File: src/rtl/pair_exit_drain.sv
// Drains 192-bit records from the upstream pair exit FIFO into a small buffer and
// serializes each record to the host as six 32-bit words, least significant first.
// Optional build macro: PAIR_EXIT_DRAIN_ZERO_FILTER_EN drops captured all-zero records
// (the upstream FIFO presents zero when it was empty at read time).
module pair_exit_drain #(
  parameter int unsigned CAPTURE_PHASE = 2,
  parameter int unsigned BUF_DEPTH     = 2
) (
  input  logic         clk,
  input  logic         reset,
  input  logic [191:0] fifo_out,
  input  logic         fifo_qempty,
  output logic         read_ctrl,
  output logic [31:0]  m_data,
  output logic         m_valid,
  input  logic         m_ready,
  output logic         m_last,
  output logic [15:0]  rec_count
);

  localparam int unsigned PtrW = $clog2(BUF_DEPTH);
  localparam int unsigned CntW = PtrW + 1;

  typedef enum logic [1:0] {RIdle, RPulse, RWait} req_st_e;
  typedef enum logic {SIdle, SSend} ser_st_e;

  logic [3:0]      phase_q, phase_d;
  req_st_e         req_st_q, req_st_d;
  logic            read_ctrl_q, read_ctrl_d;
  logic            capture, push, pop;
  logic [191:0]    buf_q [BUF_DEPTH];
  logic [PtrW-1:0] wr_ptr_q, wr_ptr_d, rd_ptr_q, rd_ptr_d, rd_ptr_nxt;
  logic [CntW-1:0] cnt_q, cnt_d;
  ser_st_e         ser_st_q, ser_st_d;
  logic [2:0]      idx_q, idx_d;
  logic            m_valid_q, m_valid_d, m_last_q, m_last_d;
  logic [31:0]     m_data_q, m_data_d;
  logic [15:0]     rec_count_q, rec_count_d;
  logic [5:0][31:0] head_w, next_w;

  // Request side: one read pulse per frame at phase 15, sample the record at CAPTURE_PHASE.
  // Only one request can be outstanding, so buffer count alone bounds occupancy in RIdle.
  always_comb begin
    phase_d     = phase_q + 4'd1;
    req_st_d    = req_st_q;
    read_ctrl_d = 1'b0;
    capture     = 1'b0;
    unique case (req_st_q)
      RIdle: begin
        if (phase_q == 4'd14 && !fifo_qempty && cnt_q < CntW'(BUF_DEPTH)) begin
          req_st_d    = RPulse;
          read_ctrl_d = 1'b1;
        end
      end
      RPulse: req_st_d = RWait;
      RWait: begin
        if (phase_q == 4'(CAPTURE_PHASE)) begin
          req_st_d = RIdle;
          capture  = 1'b1;
        end
      end
      default: req_st_d = RIdle;
    endcase
  end

  // Buffer admission: optionally drop all-zero (empty-masked) records.
  always_comb begin
`ifdef PAIR_EXIT_DRAIN_ZERO_FILTER_EN
    push = capture && (fifo_out != '0);
`else
    push = capture;
`endif
  end

  // Serializer: registered outputs only change on a handshake, so they hold under backpressure.
  always_comb begin
    head_w      = buf_q[rd_ptr_q];
    rd_ptr_nxt  = rd_ptr_q + PtrW'(1);
    next_w      = buf_q[rd_ptr_nxt];
    pop         = 1'b0;
    ser_st_d    = ser_st_q;
    idx_d       = idx_q;
    m_valid_d   = m_valid_q;
    m_data_d    = m_data_q;
    m_last_d    = m_last_q;
    rec_count_d = rec_count_q;
    unique case (ser_st_q)
      SIdle: begin
        if (cnt_q != '0) begin
          ser_st_d  = SSend;
          idx_d     = 3'd0;
          m_valid_d = 1'b1;
          m_data_d  = head_w[0];
          m_last_d  = 1'b0;
        end
      end
      SSend: begin
        if (m_ready) begin
          if (idx_q == 3'd5) begin
            pop         = 1'b1;
            rec_count_d = rec_count_q + 16'd1;
            idx_d       = 3'd0;
            m_last_d    = 1'b0;
            // Back-to-back records when another one is already buffered.
            if (cnt_q > CntW'(1)) begin
              m_data_d = next_w[0];
            end else begin
              ser_st_d  = SIdle;
              m_valid_d = 1'b0;
              m_data_d  = '0;
            end
          end else begin
            idx_d    = idx_q + 3'd1;
            m_data_d = head_w[idx_d];
            m_last_d = (idx_d == 3'd5);
          end
        end
      end
      default: ser_st_d = SIdle;
    endcase
    wr_ptr_d = push ? wr_ptr_q + PtrW'(1) : wr_ptr_q;
    rd_ptr_d = pop ? rd_ptr_nxt : rd_ptr_q;
    cnt_d    = cnt_q + CntW'(push) - CntW'(pop);
  end

  // Record storage.
  always_ff @(posedge clk or posedge reset) begin
    if (reset) begin
      for (int i = 0; i < int'(BUF_DEPTH); i++) buf_q[i] <= '0;
    end else if (push) begin
      buf_q[wr_ptr_q] <= fifo_out;
    end
  end

  // Control and output state.
  always_ff @(posedge clk or posedge reset) begin
    if (reset) begin
      phase_q     <= 4'd15;
      req_st_q    <= RIdle;
      read_ctrl_q <= 1'b0;
      wr_ptr_q    <= '0;
      rd_ptr_q    <= '0;
      cnt_q       <= '0;
      ser_st_q    <= SIdle;
      idx_q       <= '0;
      m_valid_q   <= 1'b0;
      m_data_q    <= '0;
      m_last_q    <= 1'b0;
      rec_count_q <= '0;
    end else begin
      phase_q     <= phase_d;
      req_st_q    <= req_st_d;
      read_ctrl_q <= read_ctrl_d;
      wr_ptr_q    <= wr_ptr_d;
      rd_ptr_q    <= rd_ptr_d;
      cnt_q       <= cnt_d;
      ser_st_q    <= ser_st_d;
      idx_q       <= idx_d;
      m_valid_q   <= m_valid_d;
      m_data_q    <= m_data_d;
      m_last_q    <= m_last_d;
      rec_count_q <= rec_count_d;
    end
  end

  assign read_ctrl = read_ctrl_q;
  assign m_valid   = m_valid_q;
  assign m_data    = m_data_q;
  assign m_last    = m_last_q;
  assign rec_count = rec_count_q;

endmodule

File: config.mk
export PLATFORM = sky130hd
export DESIGN_NAME = pair_exit_drain
export DESIGN_NICKNAME = d
export VERILOG_FILES = /design/src/rtl/pair_exit_drain.sv
export SDC_FILE = /design/constraint.sdc
export NUM_CORES = 1
export LEC_CHECK = 0
export BUFFER_PORTS_ARGS = -buffer_cell sky130_fd_sc_hd__buf_2
export CORE_UTILIZATION = 45
export DETAILED_ROUTE_END_ITERATION = 7
export PLACE_DENSITY = 0.73
export SLEW_MARGIN = 30
export SYNTH_ARGS = -nofsm -noshare
export SYNTH_HDL_FRONTEND = slang
export SYNTH_SLANG_ARGS = --single-unit
export TNS_END_PERCENT = 100
File: constraint.sdc
create_clock -name clk -period 13.47 [get_ports clk]
set_clock_uncertainty 0.15 [all_clocks]
set_input_delay 0.6735 -clock clk [delete_from_list [all_inputs] [get_ports clk]]
set_output_delay 0.6735 -clock clk [all_outputs]
set_load 0.03 [all_outputs]
; Word-level counts from Yosys, hierarchy flattened
; Cells that the tools add are included.
[word_totals]
ramBits = 0
reg_bits = 449
memories = 0
word_cells = 98
latchBits = 0
output_inout_bits = 51
input_bits = 196
rom_bits = 0
[op_classes]
mul = 0
n_shift = 0
n_bitwise = 4
n_eq_ne = 12
div_mod_pow = 0
order_cmp = 7
addsub = 7
n_reduce_logical = 10
n_mux = 44
[op_table]
columns = operator, n
row1 = $mux 192, 4
row2 = $bwmux 384, 1
row3 = $mux 32, 8
row4 = $demux 192 s1, 1
row5 = $bmux 32 s3, 1
row6 = $pmux 32 s2, 1
row7 = $mux 1, 18
row8 = $add 16x1->16 const B, 1
row9 = $ne 2x2->1 const B, 5
row10 = $mux 3, 3
row11 = $eq 3x3->1 const B, 2
row12 = $ge 2x2->1 const B, 3
row13 = $not 1->2, 3
row14 = $pmux 1 s2, 3
row15 = $pmux 2 s3, 1
row16 = $pmux 3 s2, 1
row17 = $add 4x1->4 const B, 1
row18 = $eq 4x2->1 const B, 1
row19 = $eq 4x4->1 const B, 1
row20 = $lt 3x4->1 const B, 1
row21 = $mux 2, 2
row22 = $reduce_and 2->1, 2
row23 = $reduce_and 4->1, 1
row24 = $add 3x1->3 const B, 1
row25 = 15 further kinds, 18

; Depth between registers and ports, before layout
; Gate-level depths: netlist of run 1.
[logic_depth]
ltp_word = 9
depth_mapped = 12
depth_no_buf = 9

; Worst setup path after synthesis of run 1
; Ideal clock, no wire load.
[synth_path]
path_type = flip-flop to flip-flop
startpoint = reg idx_q[0]
endpoint = reg m_data_q[21] (netlist: m_data[21])
path_stages_with_launch = 11
setup_slack_ns = 10.245
synth_period_minus_slack_ns = 3.225
arrival_ns = 2.944
cell_sequence = dfrtp_1 > buf_6 > clkbuf_1 > clkbuf_1 > clkinv_1 > ha_1 > buf_6 > buf_6 > mux4_1 > a2111oi_2 > nor3_1
[synth_between]
elab_chain_len = 6
elab_cells_between_ends = 7
[synth_lines]
columns = element, line
row1 = from (decl), 35  ; logic [2:0] idx_q, idx_d;
row2 = from (signal assigned), 158  ; idx_q <= idx_d;
row3 = $add 3x1->3, 113  ; idx_d = idx_q + 3'd1;
row4 = $bmux 32 s3, 114  ; m_data_d = head_w[idx_d];
row5 = $mux 32 (not written as such), 114
row6 = $mux 32 (*), 99  ; if (idx_q == 3'd5) begin
row7 = $mux 32 (*), 98  ; if (m_ready) begin
row8 = $pmux 32 s2 (*), 87  ; unique case (ser_st_q)
row9 = to (signal assigned), 160  ; m_data_q <= m_data_d;
row10 = to (decl), 37  ; logic [31:0] m_data_q, m_data_d;
; Mark *: on every way between the ends. The rest lies on a longest branch, timed or not. The select of a mux whose other input is x is not followed.
; A chain may end at the register's enable or synchronous reset.

; Final worst setup path of run 1
[layout_path]
startpoint = reg idx_q[0]
endpoint = reg m_data_q[15] (netlist: m_data[15])
; The elaborated chain is that of the path after synthesis.

==> impl_results.md, run 1 <==
- Yosys cell types: 44
- Max-cap viol count: 0
- Drt via density: 5.95
- CP Max Fanout: 34
- Synth-to-layout area growth: 15.4%
- Synth Cell Area: 21600 um2
- Clk pwr share: 29.2%
- Slew Limit Fails: 0
- M2 GR Usage: 35.1%
- Core area: 47000 um2
- DRT Wirelength: 57.2 mm
- Rows: 79
- Startpoint type of the worst setup path: flip-flop
- Average wire per standard cell: 24.3 um
- First DRT Iteration DRCs: 1163
- Worst Path Arrival: 4.23 ns
- Levels on crit path: 7
- Place WS: 9.55 ns
- Crit. End Element: flip-flop
- Clock transition at the registers of the reported paths: 0.07 ns
- Crit-path cells: clkinv_1 -> ha_4 -> buf_4 -> mux4_2 -> and3_1 -> a2111oi_1 -> nor3_1
- Worst path bufs/invs: 2
- Number of synthesized flops with an enable pin: 0
- First-pass GRT wire length: 89.3 mm
- Req. time, crit path: 13.79 ns
- Clk Latency, worst-skew pair: 0.59 ns
- I/O Buffers: 246
- Hold crit path type: in2async
- Most frequent cells in the layout: dfrtp_1, mux2_2, buf_2
- R2r endpoint: m_data[15]
- RR Startpoint: idx_q[0]
- Pin count of the biggest net entering global routing: 171
- Clk root buf: clkbuf_16
- Hold Slack: 0.0140 ns
- Clock sink count: 449
- Fin crit period: 3.91 ns
- Nets: 1909
- R2R depth: 7
- Critical path's slowest cell: ha_4
- # DRC: 0
- GR met1 Demand/Resource: 34.4%
- H-Tree Depth: 2
- Sequential power share: 36.1%
- Final Hold Violating Endpoints: 0
- Worst-Margin Slew: 0.990 ns
- Yosys reg bits: 449
- Fraction of layout cells with a size suffix above 1: 50.0%
- Synth Flop Type: dfrtp_1
- Most common cell after layout, fill and taps aside: dfrtp_1
- Period Utilization, post-route: 29.0%
- Routed Antenna Nets: 0
- NetSw: 1.62 mW
- Pwr dens: 194 nW/um2
- F_max: 256 MHz
- Number of antenna violations at the first check in global routing: 21
- Leakage: 11.1 nW
- Routed vias: 14020
- Int Pwr: 3.21 mW
- I/O pins: 247
- HPWL Detailed: 38.3 mm
- Grt peak-use layer: met2
- Status: finished clean
- Grt total ovfl: 0
- Post-CTS resize count: 0
- Vias in the first global route: 14510
- CP delay by family, top: buffers and inverters
- Worst vdd ir: 0.143 mV
- Register-to-Register Setup Slack: 9.56 ns
- CTS tree: yes
- Power Total: 4.83 mW
- Combinational power share: 34.7%
- GR Util met3: 6.07%
- TNS Setup: 0 ns
- Syn nets: 1699
- Post-synth ARST share: 100%
- TritonCTS Buffers: 49
- Die height: 221 um
- Syn_area_per_cell: 14.4 um2
- Global Route Usage Sum: 23.7%
- Die width: 221 um
- Worst Path Class, Setup: reg2reg
- YS warnings: 0
- Routability congestion estimate: 0.855
- Sw frac: 33.5%
- Buffer count from post-CTS setup fixing: 0
- Hold_buf cts: 0
- Critical Path Max Stage Delay: 0.78 ns
- Seq/Total Area, Yosys: 52.1%
- Mapped Cells: 1495
- Initial Utilization: 45.9%
- Setup WS post-layout: 9.56 ns
- Max-slew headroom: 33.4%
- Die ar.: 48800 um2
- Final setup vio count: 0
- RSZ-0062 raised after global routing: no
- Worst-case clock buffer depth: 3
- First-pass iteration count of the detailed router: 5
synth_stat cells (28+ instances only):
master	instances	area, um2
dfrtp_1	445	11100
mux2_2	394	4440
mux4_2	92	2070
mux2i_1	55	551
and3_1	50	313
inv_1	41	154
buf_2	37	185
o21ai_0	37	185
nand3_1	34	170
o221ai_1	32	280
buf_4	30	225
clkbuf_1	29	109
nor2_1	28	105
worst reg2reg max path, delay by kind of cell, from the launching register on:
family / cells / cell delay (ns)
buffers and inverters: 2 / 1.00
AO/OA/AOI/OAI: 1 / 0.38
flip-flops: 1 / 0.61
adder cells (fa/ha/maj): 1 / 0.78
multiplexers: 1 / 0.58
AND/OR/NAND/NOR: 2 / 0.28
logic make-up after synthesis:
| family | synth area share, % |
|---|---|
| AO/OA/AOI/OAI | 4.98 |
| XOR/XNOR | 0.934 |
| adder cells (fa/ha/maj) | 0.464 |
| buffers and inverters | 4.07 |
| flip-flops | 52.1 |
| multiplexers | 33.2 |
| AND/OR/NAND/NOR | 4.21 |
power by group through the flow:
stage	Clock [mW]	Sequential, mW	Combinational [mW]
floorplan	0	1.76	1.24
global placement	0	1.75	1.62
CTS	1.43	1.74	1.67
global route	1.49	1.78	1.79
detailed placement	0	1.76	1.66
finish	1.41	1.74	1.68
per-layer routing:
metal,routed length (um),up-vias
li1,-,6016
met1,25400,7364
met2,25900,524
met3,4540,102
met4,1340,14
met5,80,-
per-stage QoR:
stage | std cells | utilization [%] | cell area [um2]
6_report | 2357 | 53.0 | 24900
5_1_grt | 2357 | 53.0 | 24900
4_1_cts | 2346 | 52.8 | 24800
3_5_place_dp | 2259 | 49.2 | 23100
3_3_place_gp | 2258 | 49.2 | 23100
2_1_floorplan | 1495 | - | 21600
cell type report:
| class | count | area (um2) |
|---|---|---|
| antenna | 9 | 22.5 |
| clock buffer | 63 | 1360 |
| clock inverter | 24 | 324 |
| fill | 3834 | 22100 |
| inverter | 42 | 170 |
| multi-input combinational | 891 | 9500 |
| sequential | 449 | 11200 |
| tap | 607 | 759 |
| timing repair buffer | 272 | 1500 |
how the worst max path moves through the flow:
stage,from,endpoint,slack (ns)
floorplan,reset,buf_q[0],0.14
global placement,idx_q[0],m_data[15],9.55
detailed placement,idx_q[0],m_data[15],9.55
CTS,idx_q[0],m_data[15],9.52
global route,idx_q[0],m_data[15],9.27
finish,idx_q[0],m_data[15],9.56
sequential cells by signal, summed over array words and instances, names as in the netlist:
name and flops:
phase_q 4, req_st_q 2, m_last 1, cnt_q 2
wr_ptr_q 1, m_valid 1, rec_count 16, ser_st_q 1
rd_ptr_q 1, read_ctrl 1, idx_q 3, buf_q 384
m_data 32
(Power assumes the default switching activity.)
==> run 2: changes to the inputs <==
Settings changed: PLACE_DENSITY 0.73 to 0.7.
Clock period 13.47 ns to 3.85 ns, I/O delays scaled along.
==> run 2 against run 1 <==
Critical path depth is the same. Via count is 5.3% higher. Register-to-register slack worse by 8.9 ns. Sequential power rose to 3.5 times the previous value. Cell count grew 9.2%. Clock-buffer cell count grew 11. Die area unchanged. Critical path type unchanged. Largest cell class unchanged.
==> impl_results.md, run 2 (synthesized netlist as in run 1, its figures left out) <==
- HPWL Detailed: 38.1 mm (-0.48%)
- Period Utilization, post-route: 82.9% (+54 points)
- Most frequent cells in the layout: dfrtp_1, mux2_2, buf_2
- Crit. End Element: flip-flop
- Core area: 47000 um2 (unchanged)
- First-pass iteration count of the detailed router: 6 (+1)
- Final Hold Violating Endpoints: 0 (unchanged)
- Req. time, crit path: 4.15 ns (-9.64 ns)
- Pin count of the biggest net entering global routing: 103 (-40%)
- First DRT Iteration DRCs: 1052 (-9.5%)
- Buffer count from post-CTS setup fixing: 0 (unchanged)
- Startpoint type of the worst setup path: flip-flop
- Initial Utilization: 45.9% (unchanged)
- Worst vdd ir: 0.379 mV (+170%)
- Biggest register: buf_q
- Leakage: 12.1 nW (+8.4%)
- Most common cell after layout, fill and taps aside: dfrtp_1
- Die width: 221 um (unchanged)
- Hold_buf cts: 194 (+194)
- Clock transition at the registers of the reported paths: 0.06 ns (about the same)
- Worst-case clock buffer depth: 3 (unchanged)
- Post-CTS resize count: 0 (unchanged)
- Post-Layout Cell Count: 2574 (+9.2%)
- RSZ-0062 raised after global routing: no
- Drt via density: 5.73 (-3.6%)
- Place WS: 0.716 ns (-8.83 ns)
- Max-slew headroom: 41.3% (+7.9 points)
- Worst-Margin Slew: 0.872 ns (-0.118 ns)
- I/O Buffers: 246 (unchanged)
- Slew Limit Fails: 0 (unchanged)
- DRT Wirelength: 58.0 mm (+1.4%)
- Critical path's slowest cell: ha_4
- Routed Antenna Nets: 0 (unchanged)
- Clock sink count: 449 (unchanged)
- Die height: 221 um (unchanged)
- Final Cell Area: 27100 um2 (+8.9%)
- Fraction of layout cells with a size suffix above 1: 45.4% (-4.6 points)
- CP Max Fanout: 21 (-38%)
- Worst Path Arrival: 3.49 ns (-0.74 ns)
- Setup WS post-layout: 0.659 ns (-8.90 ns)
- Grt total ovfl: 0 (unchanged)
- Die ar.: 48800 um2 (unchanged)
- Rows: 79 (unchanged)
- First-pass GRT wire length: 92.9 mm (+4.0%)
- Vias in the first global route: 15780 (+8.8%)
- Routability congestion estimate: 0.828 (-3.1%)
- TritonCTS Buffers: 50 (+2.0%)
- TNS Setup: 0 ns (unchanged)
- Nets: 2121 (+11%)
- F_max: 313 MHz (+23%)
- RR Startpoint: idx_q[0]
- Worst setup startpoint: idx_q[0]
- Dpl cells: 2278 (+0.84%)
- H-Tree Depth: 2 (unchanged)
- Worst Path Class, Setup: reg2reg
- Critical Path Max Stage Delay: 0.66 ns (-0.12 ns)
- Hold crit path type: in2async
- Crit-path cells: clkinv_1 -> ha_4 -> buf_4 -> mux4_2 -> and3_1 -> a2111oi_2 -> nor3_1
- Max-cap viol count: 0 (unchanged)
- Pwr dens: 633 nW/um2 (+230%)
- Status: finished clean
- Clk Latency, worst-skew pair: 0.58 ns (about the same)
- Number of antenna violations at the first check in global routing: 14 (-33%)
- Global Route Usage Sum: 24.4% (+0.73 points)
- Fin crit period: 3.19 ns (-0.721 ns)
- I/O pins: 247 (unchanged)
- Clk root buf: clkbuf_16
- Synth-to-layout area growth: 25.6%
- CTS tree: yes
- # DRC: 0 (unchanged)
- Hold Slack: 0.0580 ns (+0.0440 ns)
- Final setup vio count: 0 (unchanged)
- Average wire per standard cell: 22.5 um (-7.2%)
- Routed vias: 14761 (+5.3%)
- Placed cell areas: 23500 um2 (+1.5%)
- Max reg flops: 384 (unchanged)
-- run 2: cell types whose count changed in the layout (fill, tap and decap cells not counted), moves of 2 or more --
| cell | change |
|---|---|
| buf_12 | +16 |
| buf_4 | +6 |
| buf_6 | -4 |
| bufinv_16 | -4 |
| clkbuf_1 | +5 |
| clkbuf_16 | +2 |
| clkbuf_8 | +4 |
| clkinv_2 | +3 |
| clkinv_4 | -2 |
| dlygate4sd3_1 | +194 |
-- run 2: through the flow --
step	util (%)	total power, mW
after global routing	57.7	18.0
after global placement	49.9	12.0
after CTS	57.6	17.2
after detailed placement	50.0	12.1
after floorplan	-	10.5
final	57.7	17.1
-- run 2: critical path: cells and delay by family, from the launching register on --
| family | cells | cell delay [ns] |
|---|---|---|
| adder cells (fa/ha/maj) | 1 | 0.66 |
| buffers and inverters | 2 | 0.62 |
| multiplexers | 1 | 0.52 |
| flip-flops | 1 | 0.41 |
| AO/OA/AOI/OAI | 1 | 0.38 |
| AND/OR/NAND/NOR | 2 | 0.31 |
-- run 2: worst paths after layout --
check                           endpoint  cells past startpoint  slack [ns]
max                            m_data[4]                      7        0.66
min                        rec_count[12]                      3        0.06
max reg2reg                    m_data[4]                      7        0.66
min reg2reg                rec_count[15]                      1        0.32
max in group asynchronous     buf_q[353]                      5        2.34
min in group clk            rec_count[6]                      4        0.07
-- run 2: routing by layer --
| layer | vias to the layer above | share of wire (%) | GRT usage [%] |
|---|---|---|---|
| li1 | 6460 | - | - |
| met1 | 7718 | 45 | 35.3 |
| met2 | 469 | 46 | 37.1 |
| met3 | 110 | 5.7 | 4.28 |
| met4 | 4 | 2.7 | 8.80 |
| met5 | - | 0.038 | 0 |
-- run 2: area by class of cell --
type / count / area (um2)
inverters: 42 / 161
diodes: 9 / 22.5
multi-input cells: 891 / 9500
fillers: 3656 / 19900
well taps: 607 / 759
repair buffers: 483 / 3730
flip-flops and latches: 449 / 11200
clock inverters: 19 / 185
clock buffers: 74 / 1480
-- run 2: power by group --
part	internal (mW)	leakage, nW	switching, mW	total [mW]
sequential	5.50	5.52	0.637	6.13
combinational	3.03	5.74	3.15	6.18
clock	2.87	0.823	1.97	4.83
total	11.4	12.1	5.75	17.1
